`src/rtl/maxnet_controller.sv`:
```
// Sequencer for the 4-lane MaxNet PU array: load, feedback passes, winner/zero/timeout detect.
// Optional stall detection (MAXNET_STALL_DETECT_EN) ends runs whose zero_sign pattern stops changing.
module maxnet_controller #(
  parameter int unsigned PU_LAT   = 2,
  parameter int unsigned MAX_ITER = 63,
  parameter int unsigned ITER_W   = 6
) (
  input  logic              clk,
  input  logic              rst,
  input  logic              start,
  input  logic [3:0]        zero_sign,
  output logic              x_en,
  output logic              init_sel,
  output logic              busy,
  output logic              done,
  output logic [1:0]        winner,
  output logic              win_valid,
  output logic              timeout,
`ifdef MAXNET_STALL_DETECT_EN
  output logic              stall,
`endif
  output logic [ITER_W-1:0] iter_count
);

  localparam int unsigned LatW = (PU_LAT > 0) ? $clog2(PU_LAT + 1) : 1;
  localparam logic [LatW-1:0]   LatLast  = LatW'(PU_LAT - 1);
  localparam logic [ITER_W-1:0] IterMax  = ITER_W'(MAX_ITER);

  typedef enum logic [2:0] {
    StIdle,
    StLoad,
    StCompute,
    StCheck,
    StUpdate,
    StFinish
  } state_e;

  state_e            state_q, state_d;
  logic [LatW-1:0]   lat_q, lat_d;
  logic [ITER_W-1:0] iter_q, iter_d;
  logic [1:0]        winner_q, winner_d;
  logic              win_valid_q, win_valid_d;
  logic              timeout_q, timeout_d;
  logic [2:0]        nz;
  logic [1:0]        win_idx;
  logic              stall_hit;

  // Number of live lanes and index of the (last) live lane.
  always_comb begin
    nz      = '0;
    win_idx = '0;
    for (int i = 0; i < 4; i++) begin
      nz = nz + 3'(~zero_sign[i]);
      if (!zero_sign[i]) win_idx = 2'(i);
    end
  end

`ifdef MAXNET_STALL_DETECT_EN
  logic [3:0] prev_q, prev_d;
  logic       hist_valid_q, hist_valid_d;
  logic       same_q, same_d;
  logic       stall_q, stall_d;
  logic       same_now;

  assign same_now  = hist_valid_q && (zero_sign == prev_q);
  // Third identical sample in a row: previous CHECK already matched its predecessor.
  assign stall_hit = same_now && same_q;

  always_comb begin
    prev_d       = prev_q;
    hist_valid_d = hist_valid_q;
    same_d       = same_q;
    stall_d      = stall_q;
    if (state_q == StIdle && start) begin
      hist_valid_d = 1'b0;
      same_d       = 1'b0;
      stall_d      = 1'b0;
    end else if (state_q == StCheck) begin
      prev_d       = zero_sign;
      hist_valid_d = 1'b1;
      same_d       = same_now;
      if (nz >= 3'd2 && stall_hit) stall_d = 1'b1;
    end
  end

  always_ff @(posedge clk or negedge rst) begin
    if (!rst) begin
      prev_q       <= '0;
      hist_valid_q <= 1'b0;
      same_q       <= 1'b0;
      stall_q      <= 1'b0;
    end else begin
      prev_q       <= prev_d;
      hist_valid_q <= hist_valid_d;
      same_q       <= same_d;
      stall_q      <= stall_d;
    end
  end

  assign stall = stall_q;
`else
  assign stall_hit = 1'b0;
`endif

  always_comb begin
    state_d     = state_q;
    lat_d       = lat_q;
    iter_d      = iter_q;
    winner_d    = winner_q;
    win_valid_d = win_valid_q;
    timeout_d   = timeout_q;
    unique case (state_q)
      StIdle: begin
        if (start) begin
          state_d     = StLoad;
          iter_d      = '0;
          winner_d    = '0;
          win_valid_d = 1'b0;
          timeout_d   = 1'b0;
        end
      end
      StLoad: begin
        lat_d   = '0;
        state_d = StCompute;
      end
      StCompute: begin
        // zero_sign is stale here; only the pipeline latency matters.
        lat_d = lat_q + 1'b1;
        if (lat_q == LatLast) state_d = StCheck;
      end
      StCheck: begin
        if (nz == 3'd1) begin
          winner_d    = win_idx;
          win_valid_d = 1'b1;
          state_d     = StFinish;
        end else if (nz == 3'd0) begin
          win_valid_d = 1'b0;
          timeout_d   = 1'b0;
          state_d     = StFinish;
        end else if (stall_hit) begin
          state_d = StFinish;
        end else if (iter_q == IterMax) begin
          timeout_d = 1'b1;
          state_d   = StFinish;
        end else begin
          state_d = StUpdate;
        end
      end
      StUpdate: begin
        iter_d  = iter_q + 1'b1;
        lat_d   = '0;
        state_d = StCompute;
      end
      StFinish: state_d = StIdle;
      default:  state_d = StIdle;
    endcase
  end

  always_ff @(posedge clk or negedge rst) begin
    if (!rst) begin
      state_q     <= StIdle;
      lat_q       <= '0;
      iter_q      <= '0;
      winner_q    <= '0;
      win_valid_q <= 1'b0;
      timeout_q   <= 1'b0;
    end else begin
      state_q     <= state_d;
      lat_q       <= lat_d;
      iter_q      <= iter_d;
      winner_q    <= winner_d;
      win_valid_q <= win_valid_d;
      timeout_q   <= timeout_d;
    end
  end

  // Moore outputs decoded from state only.
  always_comb begin
    x_en     = 1'b0;
    init_sel = 1'b0;
    busy     = 1'b0;
    done     = 1'b0;
    unique case (state_q)
      StLoad: begin
        x_en     = 1'b1;
        init_sel = 1'b1;
        busy     = 1'b1;
      end
      StCompute, StCheck: busy = 1'b1;
      StUpdate: begin
        x_en = 1'b1;
        busy = 1'b1;
      end
      StFinish: done = 1'b1;
      default: ;
    endcase
  end

  assign winner     = winner_q;
  assign win_valid  = win_valid_q;
  assign timeout    = timeout_q;
  assign iter_count = iter_q;

endmodule

```
`config.mk`:
```
export PLATFORM = sky130hd
export DESIGN_NAME = maxnet_controller
export DESIGN_NICKNAME = d
export VERILOG_FILES = /design/src/rtl/maxnet_controller.sv
export SDC_FILE = /design/constraint.sdc
export NUM_CORES = 1
export LEC_CHECK = 0
export ABC_AREA = 1
export BUFFER_PORTS_ARGS = -buffer_cell sky130_fd_sc_hd__buf_2
export CAP_MARGIN = 20
export CORE_MARGIN = 2
export CORE_UTILIZATION = 40
export DETAILED_ROUTE_END_ITERATION = 7
export HOLD_SLACK_MARGIN = 0.08
export PLACE_DENSITY = 0.61
export SLEW_MARGIN = 30
export SYNTH_ARGS = -nofsm -noshare
export SYNTH_HDL_FRONTEND = slang
export SYNTH_SLANG_ARGS = --single-unit
```
`constraint.sdc`:
```
create_clock -name clk -period 1.46 [get_ports clk]
set_input_delay 0.073 -clock clk [delete_from_list [all_inputs] [get_ports clk]]
set_output_delay 0.073 -clock clk [all_outputs]
set_load 0.01 [all_outputs]
```
==> impl_metrics.tcl, run 1 <==
set metrics [dict create \
    drv_slew 0 \
    cap_violations 0 \
    path_cells "buf_6 -> fa_1 -> inv_1 -> ha_2 -> ha_4 -> or2_4 -> nand2_2 -> nand2_1 -> nand2_1 -> nand2_1" \
    dr.first_iter.drc_count 7 \
    grt_usage_pct 15.24 \
    grt_overflow_total 0 \
    chipWidth_um 50.49 \
    synthTopCellsByArea "dfrtp_1 43%, nand2_1 8.7%, ha_1 5.8%" \
    gp_congestion 0.7911 \
    ir_worst_vdd_mv 1.112 \
    dp_cells 148 \
    viasPerCell 4.799 \
    crit_path_frequent_cell "nand2_1" \
    grt_pass1_vias 711 \
    hold_violations 0 \
    worstHoldEndpoint "winner[0]" \
    grt_use_met1_pct 17.11 \
    critPathMaxFanout 2 \
    cp.arrival_ns 1.61 \
    grt_max_degree 16 \
    numCtsBuffers 3 \
    nFillCells 205 \
    cp-end-kind "register" \
    worstMarginPinSlew_ns 0.3455 \
    htree_levels 1 \
    crit_family "adder cells" \
    grt_pass1_wl_um 2870 \
    post_drt_wl_per_cell_um 10.94 \
    min_from "zero_sign[1]" \
    core-area_mm2 0.002002 \
    powerDensity_mw_per_mm2 1670 \
    min_path_cells 3 \
    cts.clk_slew.worst_paths_ns 0.09 \
    gr-usage-met3_pct 2.976 \
    r2r_slack_ns 0.17 \
    synth_warnings 0 \
    setup_viol 0 \
    clk_latency_ns 0.29 \
    area_growth_pct 32.56 \
    r2r-start "state_q[0]" \
    fin_crit_sh_pct 98.02 \
    syn_area_per_cell_um2 8.646 \
    cts-root-buf "clkbuf_4" \
    hold_class "primary input to register" \
    clock-sinks 15 \
    drc 0 \
    r2r_cells 8 \
    worstReg2RegEnd "timeout" \
    num_rows 16 \
    start_util_pct 43.19 \
    ys_ff_latch 15 \
    ant_nets 0 \
    fin_crit_ns 1.431 \
    slowest_delay_ns 0.53 \
    worst_ep_required_time_ns 1.64 \
    ys_types 25 \
    finalWirelength_um 1739 \
    dieArea_mm2 0.002549 \
    skew_ns 0.007591 \
    gr-max-usage-layer "met2" \
    cts_tree "done" \
    netlist.area_leader.share_pct 43.42 \
    drtPass1Iterations 2 \
    cp-start-kind "primary input" \
    crit_buf_inv 2 \
    slew_headroom_pct 76.97 \
    critPathKind "primary input to register" \
    grt_antenna_before_repair 0 \
    num_vias 763 \
    synth_nets 112 \
    status "finished, final reports clean" \
    hpwl_um 1297 \
    syn_inst 100 \
    rsz0062_at_grt "true" \
    n_antenna_cell 0 \
    fin_nets 145 \
    fmax_mhz 698.8 \
    leakagePower_nw 0.6065 \
    synth_area_leader_cell "dfrtp_1" \
    final.setup.tns_ns 0 \
    instances_no_fill 159 \
    die_y_um 50.49 \
    use_met2_pct 26.32 \
    port_buffers 20 \
    yosysSeqAreaShare_pct 43.42 \
    drive_gt1_share_pct 46.21 \
    io_pins 21 \
    netlist_area_um2 864.6 \
    clock_path_buffers 2 \
    worst_path_max_delay_cell "fa_1" \
]
==> sequential cells by signal (all words and copies together), names as in the netlist <==
register    flops
win_valid       1
iter_count      6
state_q         3
timeout         1
winner          2
lat_q           2
==> power by group <==
group          leakage (nW)  total, mW  switching (mW)  internal [mW]
Sequential            0.200      0.651           0.108          0.543
Combinational         0.389       1.02           0.601          0.419
Clock                0.0177      0.242           0.140          0.102
Total                 0.607       1.91           0.850           1.06
==> how the worst max path moves through the flow <==
stage,from,endpoint,slack [ns],depth (start not counted)
2_1_floorplan,zero_sign[0],timeout,-0.11,9
3_3_place_gp,zero_sign[0],timeout,-0.28,11
3_5_place_dp,zero_sign[0],timeout,-0.30,11
4_1_cts,zero_sign[0],timeout,0.001,11
5_1_grt,zero_sign[3],timeout,-0.02,10
6_report,zero_sign[3],win_valid,0.03,10
==> cells in the final DEF, fill, tap and decap left out, types with 3 or more instances in the layout <==
cell      instances
a21oi_1           3
inv_2             8
clkbuf_4          3
o21ai_0           7
dfrtp_1          14
nor2_4            3
buf_4             6
nor2_1            3
nand2_1          16
inv_1             9
nand3_1           9
nand2_2           7
buf_2            19
==> worst reg2reg max path, cell delays in order (launching register included) <==
cell	delay, ns
dfrtp_1	0.40
buf_4	0.15
nor2_2	0.21
nand3_4	0.14
nand2_2	0.12
nand3_2	0.08
nand2_2	0.05
nand2_1	0.04
inv_1	0.04
==> Yosys cell counts <==
cell type  count
inv_1         11
xor2_1         1
a21oi_2        1
nand3_1       10
dfrtp_1       15
o21ai_0        7
nand2_1       20
nand2_2        3
fa_1           1
nand3_2        2
o21ai_2        1
nand3_4        1
o21ai_1        1
inv_2          6
o21a_1         1
nand2_4        1
a21oi_1        3
nor2_4         2
nor3_1         1
nor2_1         4
o22ai_2        1
or2_2          1
o22ai_1        1
nor2_2         1
ha_1           4
==> layer usage <==
layer | vias to the layer above | share of wire (%)
met5 | - | 0
met4 | 0 | 2.2
met3 | 4 | 3.0
met2 | 14 | 52
met1 | 351 | 43
li1 | 394 | -
==> cells by family after synthesis <==
logic type	Yosys count	share of synthesized area (%)
AO/OA/AOI/OAI	16	11.43
XOR/XNOR	1	1.013
adder cells (fa/ha/maj)	5	8.105
buffers and inverters	17	7.380
flip-flops	15	43.42
AND/OR/NAND/NOR	46	28.65
==> per-stage QoR <==
step                      cell area, µm²  total power [mW]  utilization (%)  hold WS, ns  setup slack, ns
final                               1146             1.914            57.25       0.1151          0.02895
after global routing                1146             2.091            57.25       0.1180         -0.02150
after CTS                           1084             1.814            54.13       0.1109         0.001111
after detailed placement            1028             1.544            51.38     0.007118          -0.3013
after global placement              1028             1.527            51.38   0.00005204          -0.2827
after floorplan                    887.1             1.286                -      -0.2226          -0.1125
==> final cells by class <==
| type | instances | area [µm²] | share of cell area, % |
|---|---|---|---|
| multi-input combinational | 68 | 473.0 | 41.27 |
| sequential | 15 | 376.6 | 32.86 |
| timing repair buffer | 28 | 171.4 | 14.96 |
| inverter | 17 | 63.81 | 5.568 |
| tap | 27 | 33.78 | 2.948 |
| clock buffer | 3 | 22.52 | 1.965 |
| clock inverter | 1 | 5.005 | 0.4367 |
==> repair_timing <==
action,4_1_cts,5_1_grt
endpoints found under the hold margin,16,0
resized for setup,0,11
endpoints found under the setup margin,1,4
pin swaps,0,6
setup buffers,1,4
hold buffers,2,0
Power figures use the tool's default switching activity.
==> run 2, diff against run 1 <==
--- a/config.mk
+++ b/config.mk
@@ -6,6 +6,7 @@
 export NUM_CORES = 1
 export LEC_CHECK = 0
 export ABC_AREA = 1
+export ABC_CLOCK_PERIOD_IN_PS = 1460
 export BUFFER_PORTS_ARGS = -buffer_cell sky130_fd_sc_hd__buf_2
 export CAP_MARGIN = 20
 export CORE_MARGIN = 2
@@ -13,6 +14,7 @@
 export DETAILED_ROUTE_END_ITERATION = 7
 export HOLD_SLACK_MARGIN = 0.08
 export PLACE_DENSITY = 0.61
+export REMOVE_ABC_BUFFERS = 1
 export SLEW_MARGIN = 30
 export SYNTH_ARGS = -nofsm -noshare
 export SYNTH_HDL_FRONTEND = slang
==> run 2 against run 1 <==
Clock power is 2% lower. Sequential power is 2% higher. Design area is 2.0% higher. Sequential cell count unchanged. Worst setup slack worse by 0.010 ns. Combinational power about the same. Critical path depth unchanged. Global-route usage is 0.69 points lower. Critical endpoint is now timeout. Highest routed layer unchanged.
==> impl_metrics.tcl, run 2 (synthesis gave the netlist of run 1 again) <==
set metrics [dict create \
    status "finished, final reports clean" \
    dieArea_mm2 0.002549 \
    numCtsBuffers 3 \
    worst_ep_required_time_ns 1.64 \
    cp.arrival_ns 1.62 \
    grt_pass1_wl_um 2808 \
    finalWirelength_um 1728 \
    die_y_um 50.49 \
    cts.clk_slew.worst_paths_ns 0.08 \
    critPathMaxFanout 2 \
    n_antenna_cell 0 \
    crit_path_frequent_cell "ha_4" \
    cap_violations 0 \
    ir_worst_vdd_mv 0.8684 \
    cp-start-kind "primary input" \
    rsz0062_at_grt "true" \
    start_util_pct 43.19 \
    gr-max-usage-layer "met2" \
    largest_reg_flops 6 \
    multi_input_area_um2 495.5 \
    leakagePower_nw 0.6148 \
    path_cells "buf_8 -> fa_1 -> inv_2 -> ha_4 -> ha_4 -> or2_4 -> nand2_4 -> nand3_2 -> nand2_1 -> inv_1" \
    drive_gt1_share_pct 47.73 \
    post_drt_wl_per_cell_um 10.87 \
    fin_crit_ns 1.441 \
    drv_slew 0 \
    mostFrequentLayoutCell "buf_2" \
    nFillCells 189 \
    dpl_cell_area_mm2 0.001021 \
    drtPass1Iterations 4 \
    num_vias 762 \
    port_buffers 20 \
    hold_class "primary input to register" \
    slowest_delay_ns 0.54 \
    cts-root-buf "clkbuf_4" \
    final_cell_mix "19 x buf_2, 16 x nand2_1, 14 x dfrtp_1" \
    crit_buf_inv 3 \
    clock_path_buffers 2 \
    crit_family "adder cells" \
    clock-sinks 15 \
    grt_antenna_before_repair 0 \
    viasPerCell 4.792 \
    setup_viol 0 \
    gr-usage-met3_pct 2.679 \
    clk_latency_ns 0.28 \
    htree_levels 1 \
    gp_congestion 0.7190 \
    worst_path_max_delay_cell "fa_1" \
    core-area_mm2 0.002002 \
    cts_tree "done" \
    use_met2_pct 25.44 \
    fin_crit_sh_pct 98.71 \
    grt_usage_pct 14.55 \
    fmax_mhz 693.9 \
    hold_violations 0 \
    final.setup.tns_ns 0 \
    drc 0 \
    skew_ns 0.005346 \
    io_pins 21 \
    design_area_mm2 0.001169 \
    area_growth_pct 35.17 \
    fin_nets 145 \
    chipWidth_um 50.49 \
    num_rows 16 \
    ant_nets 0 \
    grt_use_met1_pct 17.71 \
    slew_headroom_pct 76.68 \
    worstMarginPinSlew_ns 0.3499 \
    critPathKind "primary input to register" \
    hpwl_um 1273 \
    grt_max_degree 16 \
    powerDensity_mw_per_mm2 1630 \
    cp-end-kind "register" \
    dr.first_iter.drc_count 7 \
    grt_pass1_vias 668 \
    grt_overflow_total 0 \
    seqCellArea_um2 376.6 \
]
==> run 2: path summary, 6_finish.rpt <==
check	from	end	slack [ns]	cells after the start
min reg2reg	win_valid	win_valid	0.47	2
max	zero_sign[3]	timeout	0.02	10
max in group asynchronous	rst	state_q[2]	0.96	2
max reg2reg	state_q[2]	timeout	0.20	7
min	zero_sign[2]	winner[1]	0.09	4
min in group asynchronous	rst	iter_count[0]	0.22	2
==> run 2: tightest hold or removal path, cell delays in order <==
cell and delay (ns):
buf_2 0.09, nand2_1 0.05, nand3_1 0.07, nand2_1 0.05
==> run 2: what timing repair did <==
item | CTS | global route
pin swaps | 0 | 7
endpoints found under the hold margin | 15 | 0
buffers inserted | 1 | 3
gates resized for setup | 5 | 17
hold buffers | 1 | 0
endpoints found under the setup margin | 6 | 6
==> run 2: per-stage QoR <==
step	instances	total power [mW]	util, %	hold slack [ns]	setup slack [ns]
floorplan	100	1.265	-	-0.2226	-0.2503
global placement	150	1.496	51.00	-0.0006091	-0.3895
detailed placement	150	1.523	51.00	0.003370	-0.4149
CTS	156	1.805	54.19	0.08144	0.0009268
global route	159	2.076	58.38	0.1060	-0.02491
finish	159	1.905	58.38	0.08800	0.01883
==> run 2: power breakdown <==
| group | internal, mW | total (mW) | switching (mW) |
|---|---|---|---|
| registers | 0.543 | 0.663 | 0.120 |
| logic | 0.406 | 1.01 | 0.600 |
| clock network | 0.106 | 0.236 | 0.130 |
==> run 2: layer usage <==
metal / share of wire (%) / vias to the layer above
li1: - / 390
met1: 43 / 356
met2: 52 / 14
met3: 3.7 / 2
met4: 0.58 / 0
met5: 0 / -
==> run 2: area by class of cell <==
class	instances	area share, %
clock buffers	4	2.248
repair buffers	28	14.78
well taps	27	2.891
multi-input cells	68	42.40
flip-flops and latches	15	32.23
inverters	17	5.460
